### config.mk
export PLATFORM = sky130hd
export DESIGN_NAME = uart_tx
export DESIGN_NICKNAME = d
export VERILOG_FILES = /design/src/rtl/uart_pkg.sv /design/src/rtl/uart_tx_fifo.sv /design/src/rtl/uart_tx.sv
export SDC_FILE = /design/constraint.sdc
export NUM_CORES = 1
export LEC_CHECK = 0
export ABC_AREA = 1
export CAP_MARGIN = 20
export CORE_MARGIN = 1.5
export CORE_UTILIZATION = 51
export DETAILED_ROUTE_END_ITERATION = 7
export PLACE_DENSITY = 0.77
export SYNTH_ARGS = -nofsm -noshare
export SYNTH_HDL_FRONTEND = slang
export SYNTH_SLANG_ARGS = --single-unit
### constraint.sdc
create_clock -name clk -period 1.7 [get_ports clk]
set_input_delay 0.425 -clock clk [delete_from_list [all_inputs] [get_ports clk]]
set_output_delay 0.425 -clock clk [all_outputs]
set_load 0.01 [all_outputs]
### src/rtl/uart_pkg.sv
// uart_pkg: shared definitions for the UART transmitter.
//   - 2-bit state encodings IDLE/START/DATA/STOP and the typed FSM state enum
//   - frame constants DATA_BITS (8) and FRAME_BITS (10, 8N1)
//   - cnt_width(): baud counter width for a given bit period, never below 1
package uart_pkg;

    localparam logic [1:0] IDLE  = 2'd0;
    localparam logic [1:0] START = 2'd1;
    localparam logic [1:0] DATA  = 2'd2;
    localparam logic [1:0] STOP  = 2'd3;

    typedef enum logic [1:0] {
        StIdle  = IDLE,
        StStart = START,
        StData  = DATA,
        StStop  = STOP
    } tx_state_e;

    localparam int unsigned DATA_BITS  = 8;
    localparam int unsigned FRAME_BITS = 10;

    // Keeps the counter at least 1 bit wide so a bad bit period reaches the
    // elaboration check instead of failing on a zero-width vector first.
    function automatic int unsigned cnt_width(input int unsigned n);
        return (n < 2) ? 1 : $clog2(n);
    endfunction

endpackage

### src/rtl/uart_tx_fifo.sv
// uart_tx_fifo: transmit byte queue between the write port and the serialiser.
// Build option: UART_TX_FIFO_EN
//   defined   -> FIFO_DEPTH-entry circular FIFO, pointers one bit wider than
//                the address so full and empty stay distinct across wraps
//   undefined -> single holding register (FIFO_DEPTH only sanity-checked)
// Ports:
//   clk, reset  rising-edge clock, synchronous active-high reset (empties queue)
//   push, din   write request and byte; ignored while full
//   pop         remove the head entry; ignored while empty
//   dout        head entry (valid while !empty)
//   full, empty registered occupancy flags
module uart_tx_fifo #(
    parameter int unsigned FIFO_DEPTH = 4
) (
    input  logic       clk,
    input  logic       reset,
    input  logic       push,
    input  logic       pop,
    input  logic [7:0] din,
    output logic [7:0] dout,
    output logic       full,
    output logic       empty
);

    // Checked in both builds so a bad value is caught before the FIFO is enabled.
    if (FIFO_DEPTH < 2 || (FIFO_DEPTH & (FIFO_DEPTH - 1)) != 0) begin : g_bad_depth
        $error("uart_tx_fifo: FIFO_DEPTH must be a power of two >= 2");
    end

    logic do_push;
    logic do_pop;

    assign do_push = push && !full;
    assign do_pop  = pop && !empty;

`ifdef UART_TX_FIFO_EN

    localparam int unsigned AW = $clog2(FIFO_DEPTH);

    logic [AW:0] wptr_q, wptr_d;
    logic [AW:0] rptr_q, rptr_d;
    logic [7:0]  mem_q [FIFO_DEPTH];
    logic [7:0]  mem_d [FIFO_DEPTH];

    always_comb begin
        wptr_d = wptr_q + (AW + 1)'(do_push);
        rptr_d = rptr_q + (AW + 1)'(do_pop);
        mem_d  = mem_q;
        if (do_push) begin
            mem_d[wptr_q[AW-1:0]] = din;
        end
    end

    always_ff @(posedge clk) begin
        if (reset) begin
            wptr_q <= '0;
            rptr_q <= '0;
        end else begin
            wptr_q <= wptr_d;
            rptr_q <= rptr_d;
        end
    end

    // Storage needs no reset: an entry is only read after it has been written.
    always_ff @(posedge clk) begin
        mem_q <= mem_d;
    end

    assign empty = (wptr_q == rptr_q);
    assign full  = (wptr_q[AW] != rptr_q[AW]) && (wptr_q[AW-1:0] == rptr_q[AW-1:0]);
    assign dout  = mem_q[rptr_q[AW-1:0]];

`else

    logic       valid_q, valid_d;
    logic [7:0] data_q, data_d;

    // push only lands when the register is empty, so it never meets a pop.
    always_comb begin
        valid_d = valid_q;
        data_d  = data_q;
        if (do_pop) begin
            valid_d = 1'b0;
        end
        if (do_push) begin
            valid_d = 1'b1;
            data_d  = din;
        end
    end

    always_ff @(posedge clk) begin
        if (reset) begin
            valid_q <= 1'b0;
            data_q  <= 8'h00;
        end else begin
            valid_q <= valid_d;
            data_q  <= data_d;
        end
    end

    assign empty = !valid_q;
    assign full  = valid_q;
    assign dout  = data_q;

`endif

endmodule

### src/rtl/uart_tx.sv
// uart_tx: byte-wide 8N1 UART transmitter with a valid/ready write port.
// Build option: UART_TX_FIFO_EN selects a FIFO_DEPTH-entry queue instead of a
// single holding register (see uart_tx_fifo).
// Parameters: CLK_FREQ_HZ, BAUD (CLKS_PER_BIT = CLK_FREQ_HZ / BAUD, must be >= 2),
//             FIFO_DEPTH.
// Ports:
//   clk       rising-edge clock
//   reset     synchronous active-high; aborts any frame and empties the queue
//   wr_data   byte to send
//   wr_valid  wr_data valid this cycle
//   wr_ready  queue not full (registered, independent of wr_valid)
//   busy      frame in progress or bytes queued
//   txd       serial line, idles high
module uart_tx
    import uart_pkg::*;
#(
    parameter int unsigned CLK_FREQ_HZ = 27000000,
    parameter int unsigned BAUD        = 115200,
    parameter int unsigned FIFO_DEPTH  = 4
) (
    input  logic       clk,
    input  logic       reset,
    input  logic [7:0] wr_data,
    input  logic       wr_valid,
    output logic       wr_ready,
    output logic       busy,
    output logic       txd
);

    localparam int unsigned CLKS_PER_BIT = CLK_FREQ_HZ / BAUD;
    localparam int unsigned CntW         = cnt_width(CLKS_PER_BIT);
    localparam logic [CntW-1:0] CntMax   = CntW'(CLKS_PER_BIT - 1);

    if (CLKS_PER_BIT < 2) begin : g_bad_baud
        $error("uart_tx: CLK_FREQ_HZ / BAUD must be at least 2");
    end

    tx_state_e       state_q, state_d;
    logic [CntW-1:0] baud_q, baud_d;
    logic [2:0]      bit_idx_q, bit_idx_d;
    logic [7:0]      shift_q, shift_d;
    logic            txd_q, txd_d;

    logic       q_push;
    logic       q_pop;
    logic [7:0] q_dout;
    logic       q_full;
    logic       q_empty;
    logic       bit_done;

    assign q_push = wr_valid && !q_full;

    uart_tx_fifo #(
        .FIFO_DEPTH(FIFO_DEPTH)
    ) u_fifo (
        .clk  (clk),
        .reset(reset),
        .push (q_push),
        .pop  (q_pop),
        .din  (wr_data),
        .dout (q_dout),
        .full (q_full),
        .empty(q_empty)
    );

    assign bit_done = (baud_q == CntMax);

    always_comb begin
        state_d   = state_q;
        baud_d    = baud_q;
        bit_idx_d = bit_idx_q;
        shift_d   = shift_q;
        q_pop     = 1'b0;

        case (state_q)
            StIdle: begin
                if (!q_empty) begin
                    q_pop     = 1'b1;
                    shift_d   = q_dout;
                    baud_d    = '0;
                    bit_idx_d = 3'd0;
                    state_d   = StStart;
                end
            end
            StStart: begin
                if (bit_done) begin
                    baud_d    = '0;
                    bit_idx_d = 3'd0;
                    state_d   = StData;
                end else begin
                    baud_d = baud_q + CntW'(1);
                end
            end
            StData: begin
                if (bit_done) begin
                    baud_d  = '0;
                    shift_d = shift_q >> 1;
                    if (bit_idx_q == 3'(DATA_BITS - 1)) begin
                        state_d = StStop;
                    end else begin
                        bit_idx_d = bit_idx_q + 3'd1;
                    end
                end else begin
                    baud_d = baud_q + CntW'(1);
                end
            end
            StStop: begin
                if (bit_done) begin
                    baud_d = '0;
                    // Chain straight into the next start bit when a byte is waiting.
                    if (!q_empty) begin
                        q_pop     = 1'b1;
                        shift_d   = q_dout;
                        bit_idx_d = 3'd0;
                        state_d   = StStart;
                    end else begin
                        state_d = StIdle;
                    end
                end else begin
                    baud_d = baud_q + CntW'(1);
                end
            end
            default: begin
                state_d = StIdle;
            end
        endcase

        // txd is registered from the next state so the pin never glitches.
        case (state_d)
            StStart: txd_d = 1'b0;
            StData:  txd_d = shift_d[0];
            default: txd_d = 1'b1;
        endcase
    end

    always_ff @(posedge clk) begin
        if (reset) begin
            state_q   <= StIdle;
            baud_q    <= '0;
            bit_idx_q <= 3'd0;
            shift_q   <= 8'h00;
            txd_q     <= 1'b1;
        end else begin
            state_q   <= state_d;
            baud_q    <= baud_d;
            bit_idx_q <= bit_idx_d;
            shift_q   <= shift_d;
            txd_q     <= txd_d;
        end
    end

    assign txd      = txd_q;
    assign wr_ready = !q_full;
    assign busy     = (state_q != StIdle) || !q_empty;

endmodule

# --- After elaboration in Yosys (flattened, before gate mapping) ---
# Index checks and enable logic that the tools add are counted.
totals:
  register_bits: 31
classes:
  mux: 26
  n_addsub: 2
  reduce_logical: 12
  n_eq_ne: 12
ops:
  columns: ["op", "n"]
  rows:
  - ["$mux W8", 5]
  - ["$pmux W8 S3", 1]
  - ["$pmux W8 S2", 1]
  - ["$mux W3", 5]
  - ["$pmux W3 S4", 1]
  - ["$mux W2", 5]
  - ["$add A8 B1 Y8 const B", 1]
  - ["$eq A8 B8 Y1 const B", 1]
  - ["$ne A2 B2 Y1 const B", 4]
  - ["$pmux W2 S4", 1]
  - ["$eq A2 B2 Y1 const B", 3]
  - ["$mux W1", 5]
  - ["$eq A2 B1 Y1 const B", 2]
  - ["$pmux W1 S2", 2]
  - ["$reduce_and A4 Y1", 1]
  - ["$reduce_bool A2 Y1", 2]
  - ["$add A3 B1 Y3 const B", 1]
  - ["$eq A3 B3 Y1 const B", 1]
  - ["$logic_and A1 B1 Y1", 3]
  - ["$reduce_and A3 Y1", 1]
  - ["$reduce_bool A3 Y1", 1]
  - ["$reduce_or A3 Y1", 1]
  - ["$logic_not A2 Y1", 1]
  - ["$ne A2 B1 Y1 const B", 1]
  - ["other kinds (2)", 2]

# --- Longest topological paths before layout ---
# Gate-level depths: netlist of the first run.
logic_depth:
  ltp_word: 6
  ltp_mapped: 14

# --- Hierarchy ---
# A second synthesis of the first run with hierarchy kept.
unflattened:
  cells_unflattened: 256
  hier_area_um2: 1757.9
by_module_without_submodules:
  columns: ["mod", "instances", "cells_each", "seq_area_each_um2", "area_each_um2"]
  rows:
  - ["uart_tx", 1, 198, 440.4, 1367.6]
  - ["uart_tx_fifo", 1, 58, 180.2, 390.4]

# --- Least setup slack after synthesis of the first run ---
# No wires, ideal clock.
synth_path:
  path_kind: "reg2reg"
  from: "reg state_q[1]"
  to: "reg txd_q, in the netlist txd"
  arrival_ns: 1.467
  required_ns: 1.591
  period_less_slack_ns: 1.576
  n_path_buf: 0
  path_stages_with_launch: 12
  path_slack_ns: 0.124
  cell_sequence: "dfxtp_1 > inv_1 > ha_1 > inv_1 > nor2_1 > inv_1 > nor2_1 > inv_1 > nand2_1 > nand3_1 > nand2_1 > inv_1"
synth_via:
  elab_chain_len: 5
synth_lines:
  columns: ["element", "line", "rtl"]
  rows:
  - ["start: declaration", "uart_tx.sv:38", "tx_state_e state_q, state_d;"]
  - ["start signal: assignment", "uart_tx.sv:138", "state_q <= StIdle;"]
  - ["start signal: assignment", "uart_tx.sv:144", "state_q <= state_d;"]
  - ["$mux W2", "uart_tx.sv:98", "if (bit_idx_q == 3'(DATA_BITS - 1)) begin"]
  - ["$mux W2", "uart_tx.sv:95", "if (bit_done) begin"]
  - ["$pmux W2 S4", "uart_tx.sv:75", "case (state_q)"]
  - ["$eq A2 B2 Y1 or $eq A2 B1 Y1 (tied branches)", "uart_tx.sv:129", "case (state_d)"]
  - ["$pmux W1 S2 (*)", "uart_tx.sv:129", null]
  - ["end signal: assignment", "uart_tx.sv:148", "txd_q <= txd_d;"]
  - ["end: declaration", "uart_tx.sv:42", "logic txd_q, txd_d;"]
# Every way passes the cells marked *; elsewhere a longest branch is shown, timed or not.
# A chain may end at the register's enable or synchronous reset.

# --- Final worst setup path of the first run ---
layout_path:
  from: "reg state_q[0]"
  to: "out busy"
layout_via:
  elab_chain_len: 2
layout_lines:
  columns: ["element", "line", "rtl"]
  rows:
  - ["$reduce_bool A2 Y1", "uart_tx.sv:154", "assign busy = (state_q != StIdle) || !q_empty;"]
  - ["$logic_or A1 B1 Y1", "uart_tx.sv:154", null]
  - ["end: declaration", "uart_tx.sv:26", "output logic busy,"]
# No other way between the ends.

==> results.toml, run 1 <==
[placement]
gpl.final_weighted_congestion = 0.872
dp.final_hpwl_um = 2660
post_dp_cell_area_sq_mm = 0.00192
placement.io_buffers = 13

[global_route]
wire_length_of_the_first_global_routing_pass_um = 6490
grt_start_max_net_pins = 15
grt_pass1_vias = 1516
antenna_found_initial = 0
grt_overflow = 0
grt_usage = 0.242

[sta]
highest_clock_rate_mhz = 609
slew_headroom = 0.723
rsz0062_at_grt = "yes"
drv_slew = 0
report.final.setup_viol = 0
hold_viol = 0
worst_clock_skew_ps = 3.86
tcrit_tclk_final = 0.966
minimum_period_implied_by_the_final_worst_setup_slack_ps = 1640
worst-slew-pin-transition_ps = 414

[clock_network]
cts_buffer_depth = 2
ctsRootBufferMaster = "clkbuf_4"
worst_skew_late_latency_ps = 340
cts_max_level = 2
inserted_clock_buffers = 5
cts_hold_repair.buffers = 0
cts.sinks = 31
path_clk_slew_ps = 100
clock_tree_from_tritoncts = "built"

[run_status]
outcome = "completed"

[synth]
synth_seq_area_share = 0.376
synthesis.area_sq_mm = 0.00165
ys_ff_latch = 31
synth-edff-count = 0
synth_largest_type_area_fraction = 0.376
synthDistinctLibCells = 28
synthDominantAreaCellType = "dfxtp_1"
synth_async_sr_flop_share = 0
synthFlopType = "dfxtp_1"
avgSynthCellArea_sq_um = 7.09
synth_cells = 233
synth_top_cells_by_area = "dfxtp_1 38%, nand2_1 13%, o21ai_0 7.0%"
synthesis.yosys.warnings = 0
synth_fp_nets = 252

[die]
initial_utilization = 0.541
dieArea_sq_mm = 0.00359
floorplan.die.height_um = 59.9
chipWidth_um = 59.9
standard_cell_row_count = 20
io-pin-count = 14
floorplan.core_area_sq_mm = 0.00305

[power_and_ir_drop]
power.share.sequential = 0.390
vdd_ir_drop_max_v = 0.000701
p_switching_w = 0.000602
switching_share = 0.289
clock_power_share = 0.348
pwr-share-comb = 0.262
power.density_cell_area_mw_per_mm2 = 986
leakagePower_nw = 0.906
p_total_w = 0.00209
cell_internal_pwr_w = 0.00148

[final_layout]
layout-drive-gt1-share = 0.208
nNetsFinal = 287
synthToLayoutAreaGrowth_pct = 28.1
layout_commonest_cell = "nand2_1"
layout_common_cells = "56 x nand2_1, 27 x nor2_1, 27 x dfxtp_1"
insertedDiodeCount = 0
final_cell_area_sq_mm = 0.00212

[setup_path]
timing.critical_path.slowest_cell_delay_ps = 340
crit_arrival_ps = 1220
worst_r2r_startpoint = "baud_q[1]$_SDFFE_PP0P_"
critical_path.top_delay_family = "flip-flops"
critPathSlowestCell = "dfxtp_2"
crit_type = "reg -> out"
setup.worst_path.end_class = "output port"
critical_path.max_fanout = 2
r2r_setup_slack_ps = 70
critPathLaunchType = "register"
reg2reg_to = "shift_q[3]$_SDFFE_PP0P_"
critPathBufInv = 4
critical-path-top-cell-by-count = "inv_2"
timing.critical_path.required_ps = 1270
timing.critical_path.cells = "inv_2 -> ha_4 -> inv_2 -> nor2_4 -> inv_2 -> buf_2"
reg2regPathDepth = 12

[drt]
drt-pass1-iter-count = 4
route.detailed.vias_per_inst = 5.20
vias = 1628
totalWireLength_um = 3810
drt-wirelength-per-cell_um = 12.2
drc = 0
violation_count_after_the_first_detailed_routing_iteration = 85
drt.antenna.violating_nets = 0

[min_path]
worst_hold_path.endpoint = "bit_idx_q[1]$_SDFFE_PP0P_"
holdCritPathClass = "reg -> reg"
worstHoldStart = "bit_idx_q[1]$_SDFFE_PP0P_"
min_delay_path_depth = 2

[run]
maxCapViolCount = 0
worst max path at each step:
stage / start / end / slack [ps] / depth (start not counted)
3_5_place_dp: state_q[0]$_SDFF_PP0_ / busy / -30 / 6
6_report: state_q[0]$_SDFF_PP0_ / busy / 60 / 6
2_1_floorplan: state_q[1]$_SDFF_PP0_ / txd$_SDFF_PP1_ / 120 / 11
5_1_grt: baud_q[1]$_SDFFE_PP0P_ / shift_q[3]$_SDFFE_PP0P_ / -40 / 12
4_1_cts: state_q[0]$_SDFF_PP0_ / txd$_SDFF_PP1_ / 20 / 11
3_3_place_gp: state_q[0]$_SDFF_PP0_ / busy / 8 / 6
metal layers:
layer,global-route usage,share of wire,vias to the layer above
li1,-,-,832
met3,0.0541,0.046,15
met5,0,0,-
met1,0.299,0.45,722
met4,0.137,0.030,0
met2,0.387,0.47,59
cell families (layout without fill, tap and decap cells):
group	Yosys count	in the layout	share of synthesized area
fa+ha+maj	8	8	0.0606
compound gates	50	50	0.174
simple gates	107	107	0.283
buf+inv	32	68	0.0758
flops	31	31	0.376
mux	5	5	0.0303
power by group through the flow:
stage / registers (W) / clock network, W / logic, W
finish: 0.000813 / 0.000726 / 0.000547
global route: 0.000820 / 0.000761 / 0.000609
CTS: 0.000810 / 0.000730 / 0.000499
detailed placement: 0.000826 / 0 / 0.000487
global placement: 0.000824 / 0 / 0.000478
floorplan: 0.000825 / 0 / 0.000299
synthesized netlist by cell type (3+ instances only):
cell	number
nand2_1	56
nor2_1	28
o211ai_1	3
mux2i_1	5
dfxtp_1	31
o21ai_0	23
ha_1	8
a21oi_1	14
nand3_1	14
clkbuf_1	3
inv_1	26
final cells by class:
cell class	instances	area (sq um)
fill	284	937
clock inverter	2	60.1
multi-input combinational	170	958
clock buffer	6	41.3
inverter	28	109
timing repair buffer	32	267
sequential	31	626
tap	44	55.1
state kept, by name (all words and copies together) (netlist names):
name         cells
txd              1
u_fifo.full      1
state_q          2
shift_q          8
bit_idx_q        3
u_fifo.dout      8
baud_q           8
through the flow:
step / worst slack, ps / setup TNS (ps) / hold WS (ps) / instances / util
floorplan: 124 / 0 / 448 / 233 / -
CTS: 15.1 / 0 / 482 / 307 / 0.665
finish: 57.4 / 0 / 481 / 313 / 0.693
global placement: 8.40 / 0 / 461 / 299 / 0.628
global route: -37.8 / -63.4 / 510 / 313 / 0.693
detailed placement: -33.9 / -33.9 / 468 / 299 / 0.628
timing repair:
item,in CTS,in global routing
buffers inserted,0,6
setup endpoints to repair,2,14
gates resized for setup,12,16
pin swaps,2,4
worst min-delay path: cells and delay by family, from the launching register on:
kind / cells / cell delay (ps)
flops: 1 / 330
compound gates: 1 / 60
simple gates: 1 / 60
Power figures use the tool's default switching activity.
==> run 2: changes to the inputs <==
--- a/config.mk
+++ b/config.mk
@@ -8,9 +8,10 @@
 export ABC_AREA = 1
 export CAP_MARGIN = 20
 export CORE_MARGIN = 1.5
-export CORE_UTILIZATION = 51
+export CORE_UTILIZATION = 54
+export CTS_BUF_LIST = sky130_fd_sc_hd__clkbuf_8
 export DETAILED_ROUTE_END_ITERATION = 7
-export PLACE_DENSITY = 0.77
+export PLACE_DENSITY = 0.81
 export SYNTH_ARGS = -nofsm -noshare
 export SYNTH_HDL_FRONTEND = slang
 export SYNTH_SLANG_ARGS = --single-unit
==> run 2 against run 1 <==
Against the previous run:
- via count decreased by 0.31%
- setup slack improved by 26 ps
- clock-buffer cell count decreased by 1
- sequential power about the same
- first-iteration DRC count decreased by 20%
- global-route usage decreased by 0.071 points
- cell count decreased by 4.5%
- die area decreased by 5.3%
- fmax increased by 1.6%
- wire length decreased by 0.52%
- clock power decreased by 4.1%
==> results.toml, run 2 (synthesis gave the netlist of run 1 again) <==
[run_status]
outcome = "completed"

[final_layout]
insertedDiodeCount = 0
layout_common_cells = "55 x nand2_1, 29 x dfxtp_1, 27 x nor2_1"
area_occupied_by_multi_input_gates_sq_um = 956
layout_commonest_cell = "nand2_1"
nNetsFinal = 287
synthToLayoutAreaGrowth_pct = 27.1
regArea_sq_um = 623
fillerInstances = 232
final_cell_area_sq_mm = 0.00210
layout-drive-gt1-share = 0.213

[die]
floorplan.core_area_sq_mm = 0.00283
io-pin-count = 14
chipWidth_um = 58.3
initial_utilization = 0.584
standard_cell_row_count = 19
floorplan.die.height_um = 58.3
dieArea_sq_mm = 0.00340

[setup_path]
setup.worst_path.end_class = "register"
critPathLaunchType = "register"
timing.critical_path.required_ps = 1910
crit_arrival_ps = 1830
timing.critical_path.cells = "inv_2 -> ha_2 -> nand2_2 -> nor2_4 -> nand2_4 -> clkinv_2 -> nand2_1 -> o21ai_2 -> inv_4 -> nor2_8 -> nand2_1 -> a21oi_1"
critical_path.max_fanout = 6
critPathSlowestCell = "dfxtp_2"
timing.critical_path.slowest_cell_delay_ps = 330
critical-path-top-cell-by-count = "nand2_1"
crit_type = "reg -> reg"

[clock_network]
ctsRootBufferMaster = "clkbuf_8"
cts.sinks = 31
cts_max_level = 2
worst_skew_late_latency_ps = 290
inserted_clock_buffers = 5
path_clk_slew_ps = 60
cts_buffer_depth = 2
clock_tree_from_tritoncts = "built"

[sta]
tcrit_tclk_final = 0.951
highest_clock_rate_mhz = 619
fin_worst_hold_slack_ps = 472
hold_viol = 0
worst_clock_skew_ps = 4.99
report.final.setup_viol = 0
worst-slew-pin-transition_ps = 420
minimum_period_implied_by_the_final_worst_setup_slack_ps = 1620
slew_headroom = 0.720
drv_slew = 0

[placement]
placement.io_buffers = 13
post_dp_cell_area_sq_mm = 0.00190
dp.final_hpwl_um = 2530
gpl.final_weighted_congestion = 0.855

[drt]
drt-wirelength-per-cell_um = 12.7
totalWireLength_um = 3790
drt.antenna.violating_nets = 0
drt-pass1-iter-count = 4
vias = 1623
violation_count_after_the_first_detailed_routing_iteration = 68
route.detailed.vias_per_inst = 5.43
drc = 0

[global_route]
grt_overflow = 0
antenna_found_initial = 0
grt_start_max_net_pins = 15
grt_pass1_vias = 1388
wire_length_of_the_first_global_routing_pass_um = 6150
grt_usage = 0.241

[run]
maxCapViolCount = 0

[power_and_ir_drop]
leakagePower_nw = 0.903
vdd_ir_drop_max_v = 0.000636
power.density_cell_area_mw_per_mm2 = 984

[min_path]
holdCritPathClass = "reg -> reg"
run 2: changes by cell type in the layout (fill, tap and decap cells not counted), sizes merged:
cell      delta
clkbuf       -1
clkinvlp     +1
bufinv       -1
run 2: cell type report:
| type | instances | area share |
|---|---|---|
| tap | 31 | 0.0185 |
| sequential | 31 | 0.297 |
| clock buffer | 5 | 0.0328 |
| inverter | 28 | 0.0536 |
| timing repair buffer | 32 | 0.127 |
| clock inverter | 2 | 0.0161 |
| multi-input combinational | 170 | 0.455 |
run 2: per-stage QoR:
stage               setup TNS, ps  utilization  power [W]  setup WS [ps]  cells
global route                -74.5        0.742    0.00217          -62.0    299
finish                          0        0.742    0.00207           83.8    299
CTS                             0        0.709    0.00201           15.1    293
global placement            -4.26        0.672    0.00130          -4.26    286
detailed placement          -21.4        0.672    0.00131          -21.4    286
floorplan                       0            -    0.00112            124    233
run 2: per-layer routing:
layer / vias up / part of all wire / wire length (um) / global-route usage
met5: - / 0 / 0 / 0
met4: 0 / 0.021 / 78 / 0.120
met3: 6 / 0.057 / 216 / 0.0725
met2: 47 / 0.47 / 1770 / 0.374
met1: 730 / 0.46 / 1730 / 0.305
li1: 840 / - / - / -
run 2: final timing paths:
check | start | end | slack, ps | cells after the start
setup / recovery | baud_q[1]$_SDFFE_PP0P_ | shift_q[3]$_SDFFE_PP0P_ | 80 | 12
hold / removal | bit_idx_q[2]$_SDFFE_PP0P_ | bit_idx_q[2]$_SDFFE_PP0P_ | 470 | 2
setup reg to reg | baud_q[1]$_SDFFE_PP0P_ | shift_q[3]$_SDFFE_PP0P_ | 80 | 12
hold reg to reg | bit_idx_q[2]$_SDFFE_PP0P_ | bit_idx_q[2]$_SDFFE_PP0P_ | 470 | 2
run 2: timing repair:
item                                    in CTS  in global routing
setup buffers                                0                  6
resized for setup                            7                 19
pin swaps                                    1                  5
endpoints found under the setup margin       3                 16
endpoints found under the hold margin        0                  0
hold buffers                                 0                  0
run 2: critical path, delay by kind of cell, from the launching register on:
family / cells / cell delay, ps
adders and majority gates: 1 / 170
DFF: 1 / 330
and+or+nand+nor: 6 / 580
AOI/OAI and AO/OA: 2 / 230
buffers and inverters: 3 / 210
run 2: report_power, final:
group          switching (W)  internal, W
clock               0.000273     0.000423
sequential         0.0000320     0.000781
combinational       0.000311     0.000246
total               0.000617      0.00145
==> run 3: changes to the inputs <==
--- a/config.mk
+++ b/config.mk
@@ -11,7 +11,7 @@
 export CORE_UTILIZATION = 54
 export CTS_BUF_LIST = sky130_fd_sc_hd__clkbuf_8
 export DETAILED_ROUTE_END_ITERATION = 7
-export PLACE_DENSITY = 0.81
+export PLACE_DENSITY = 0.88
 export SYNTH_ARGS = -nofsm -noshare
 export SYNTH_HDL_FRONTEND = slang
 export SYNTH_SLANG_ARGS = --single-unit
==> run 3 against run 2 <==
Against the previous run:
- the flow now finishes with violations (negative setup slack)
- cell count increased by 0.33%
- sequential power about the same
- non-clock buffer count unchanged
- design area increased by 0.95%
- critical path type unchanged
- highest routed layer unchanged
==> results.toml, run 3 (synthesis gave the netlist of run 1 again) <==
[placement]
placedCellCount = 286
dp.final_hpwl_um = 2720
pre_cts_slack_ps = -15.1
gpl.final_weighted_congestion = 0.917
placement.io_buffers = 13

[clock_network]
inserted_clock_buffers = 5
path_clk_slew_ps = 70
worst_skew_late_latency_ps = 290
cts.sinks = 31
cts_buffer_depth = 2
ctsRootBufferMaster = "clkbuf_8"
cts_max_level = 2
clock_tree_from_tritoncts = "built"
cts_hold_repair.buffers = 0

[global_route]
grt_overflow = 0
grt_pass1_vias = 1433
grt_usage = 0.253
antenna_found_initial = 0
grt_start_max_net_pins = 15
wire_length_of_the_first_global_routing_pass_um = 6450

[drt]
violation_count_after_the_first_detailed_routing_iteration = 120
drt-pass1-iter-count = 4
vias = 1680
route.detailed.vias_per_inst = 5.60
drt.antenna.violating_nets = 0
drc = 0
drt-wirelength-per-cell_um = 13.6
totalWireLength_um = 4090

[die]
dieArea_sq_mm = 0.00340
standard_cell_row_count = 19
floorplan.core_area_sq_mm = 0.00283
initial_utilization = 0.584
chipWidth_um = 58.3
floorplan.die.height_um = 58.3
io-pin-count = 14

[run_status]
failed_checks = "negative setup slack"
outcome = "finished with violations"

[final_layout]
synthToLayoutAreaGrowth_pct = 28.3
fillerInstances = 203
layout-drive-gt1-share = 0.193
finalNonFillerCells = 300
nNetsFinal = 287
layout.core_utilization = 0.749
regArea_sq_um = 624
layout_commonest_cell = "nand2_1"
layout_common_cells = "55 x nand2_1, 28 x dfxtp_1, 27 x nor2_1"
insertedDiodeCount = 0
area_occupied_by_multi_input_gates_sq_um = 948

[run]
maxCapViolCount = 0

[min_path]
holdCritPathClass = "reg -> reg"

[sta]
layout_setup_ws_ps = -55.6
hold_viol = 0
minimum_period_implied_by_the_final_worst_setup_slack_ps = 1760
report.final.setup_viol = 1
drv_slew = 0
worst_clock_skew_ps = 5.13
highest_clock_rate_mhz = 570
slew_headroom = 0.729
worst-slew-pin-transition_ps = 406
tcrit_tclk_final = 1.03
timing.setup.tns_ps = -55.6

[power_and_ir_drop]
vdd_ir_drop_max_v = 0.000820
leakagePower_nw = 0.927
power.density_cell_area_mw_per_mm2 = 1050

[setup_path]
r2r_setup_slack_ps = -60
setup.worst_path.end_class = "register"
crit_type = "reg -> reg"
timing.critical_path.required_ps = 1890
critPathLaunchType = "register"
critical_path.max_fanout = 5
crit_arrival_ps = 1940
[run 3: cell types whose count changed in the layout (fill, tap and decap cells not counted), sizes merged]
cell and change:
bufinv +1, clkinvlp -1, inv +1
[run 3: path summary, 6_finish.rpt]
check / endpoint / depth (start not counted) / start
max reg2reg: txd$_SDFF_PP1_ / 11 / state_q[0]$_SDFF_PP0_
min: bit_idx_q[2]$_SDFFE_PP0P_ / 2 / bit_idx_q[2]$_SDFFE_PP0P_
min reg2reg: bit_idx_q[2]$_SDFFE_PP0P_ / 2 / bit_idx_q[2]$_SDFFE_PP0P_
max: txd$_SDFF_PP1_ / 11 / state_q[0]$_SDFF_PP0_
[run 3: area by class of cell]
cell class	instances	area share
multi-input cells	170	0.447
repair buffers	32	0.126
well taps	31	0.0183
flip-flops and latches	31	0.295
clock buffers	5	0.0325
inverters	28	0.0514
clock inverters	3	0.0301
[run 3: repair_timing]
item | CTS | global route
gates resized for setup | 7 | 18
buffers inserted | 0 | 6
setup endpoints to repair | 2 | 17
pin swaps | 1 | 6
[run 3: stage by stage]
step	instance area, sq um	power (W)	hold WS, ps
CTS	2030	0.00217	471
global placement	1900	0.00129	459
detailed placement	1900	0.00131	462
finish	2120	0.00223	470
floorplan	1650	0.00112	448
global route	2120	0.00233	487
[run 3: power by group]
group | internal, W | switching [W] | total [W] | leakage [nW]
Sequential | 0.000780 | 0.0000344 | 0.000815 | 0.255
Combinational | 0.000237 | 0.000309 | 0.000546 | 0.603
Clock | 0.000580 | 0.000289 | 0.000868 | 0.0695
[run 3: layer usage]
layer | track usage | share of wire | wire [um] | vias up
li1 | - | - | - | 832
met1 | 0.302 | 0.41 | 1680 | 765
met2 | 0.417 | 0.49 | 1990 | 67
met3 | 0.0791 | 0.073 | 297 | 16
met4 | 0.113 | 0.032 | 129 | 0
met5 | 0 | 0 | 0 | -
[run 3: critical path, cell delays in order (launching register included)]
cell	delay [ps]
dfxtp_1	360
buf_4	140
ha_1	310
nand2_1	80
nand2_1	70
nand3_1	90
nand3_1	140
nand2_1	70
nor2_1	160
nand2_1	100
nand2_1	80
inv_1	40
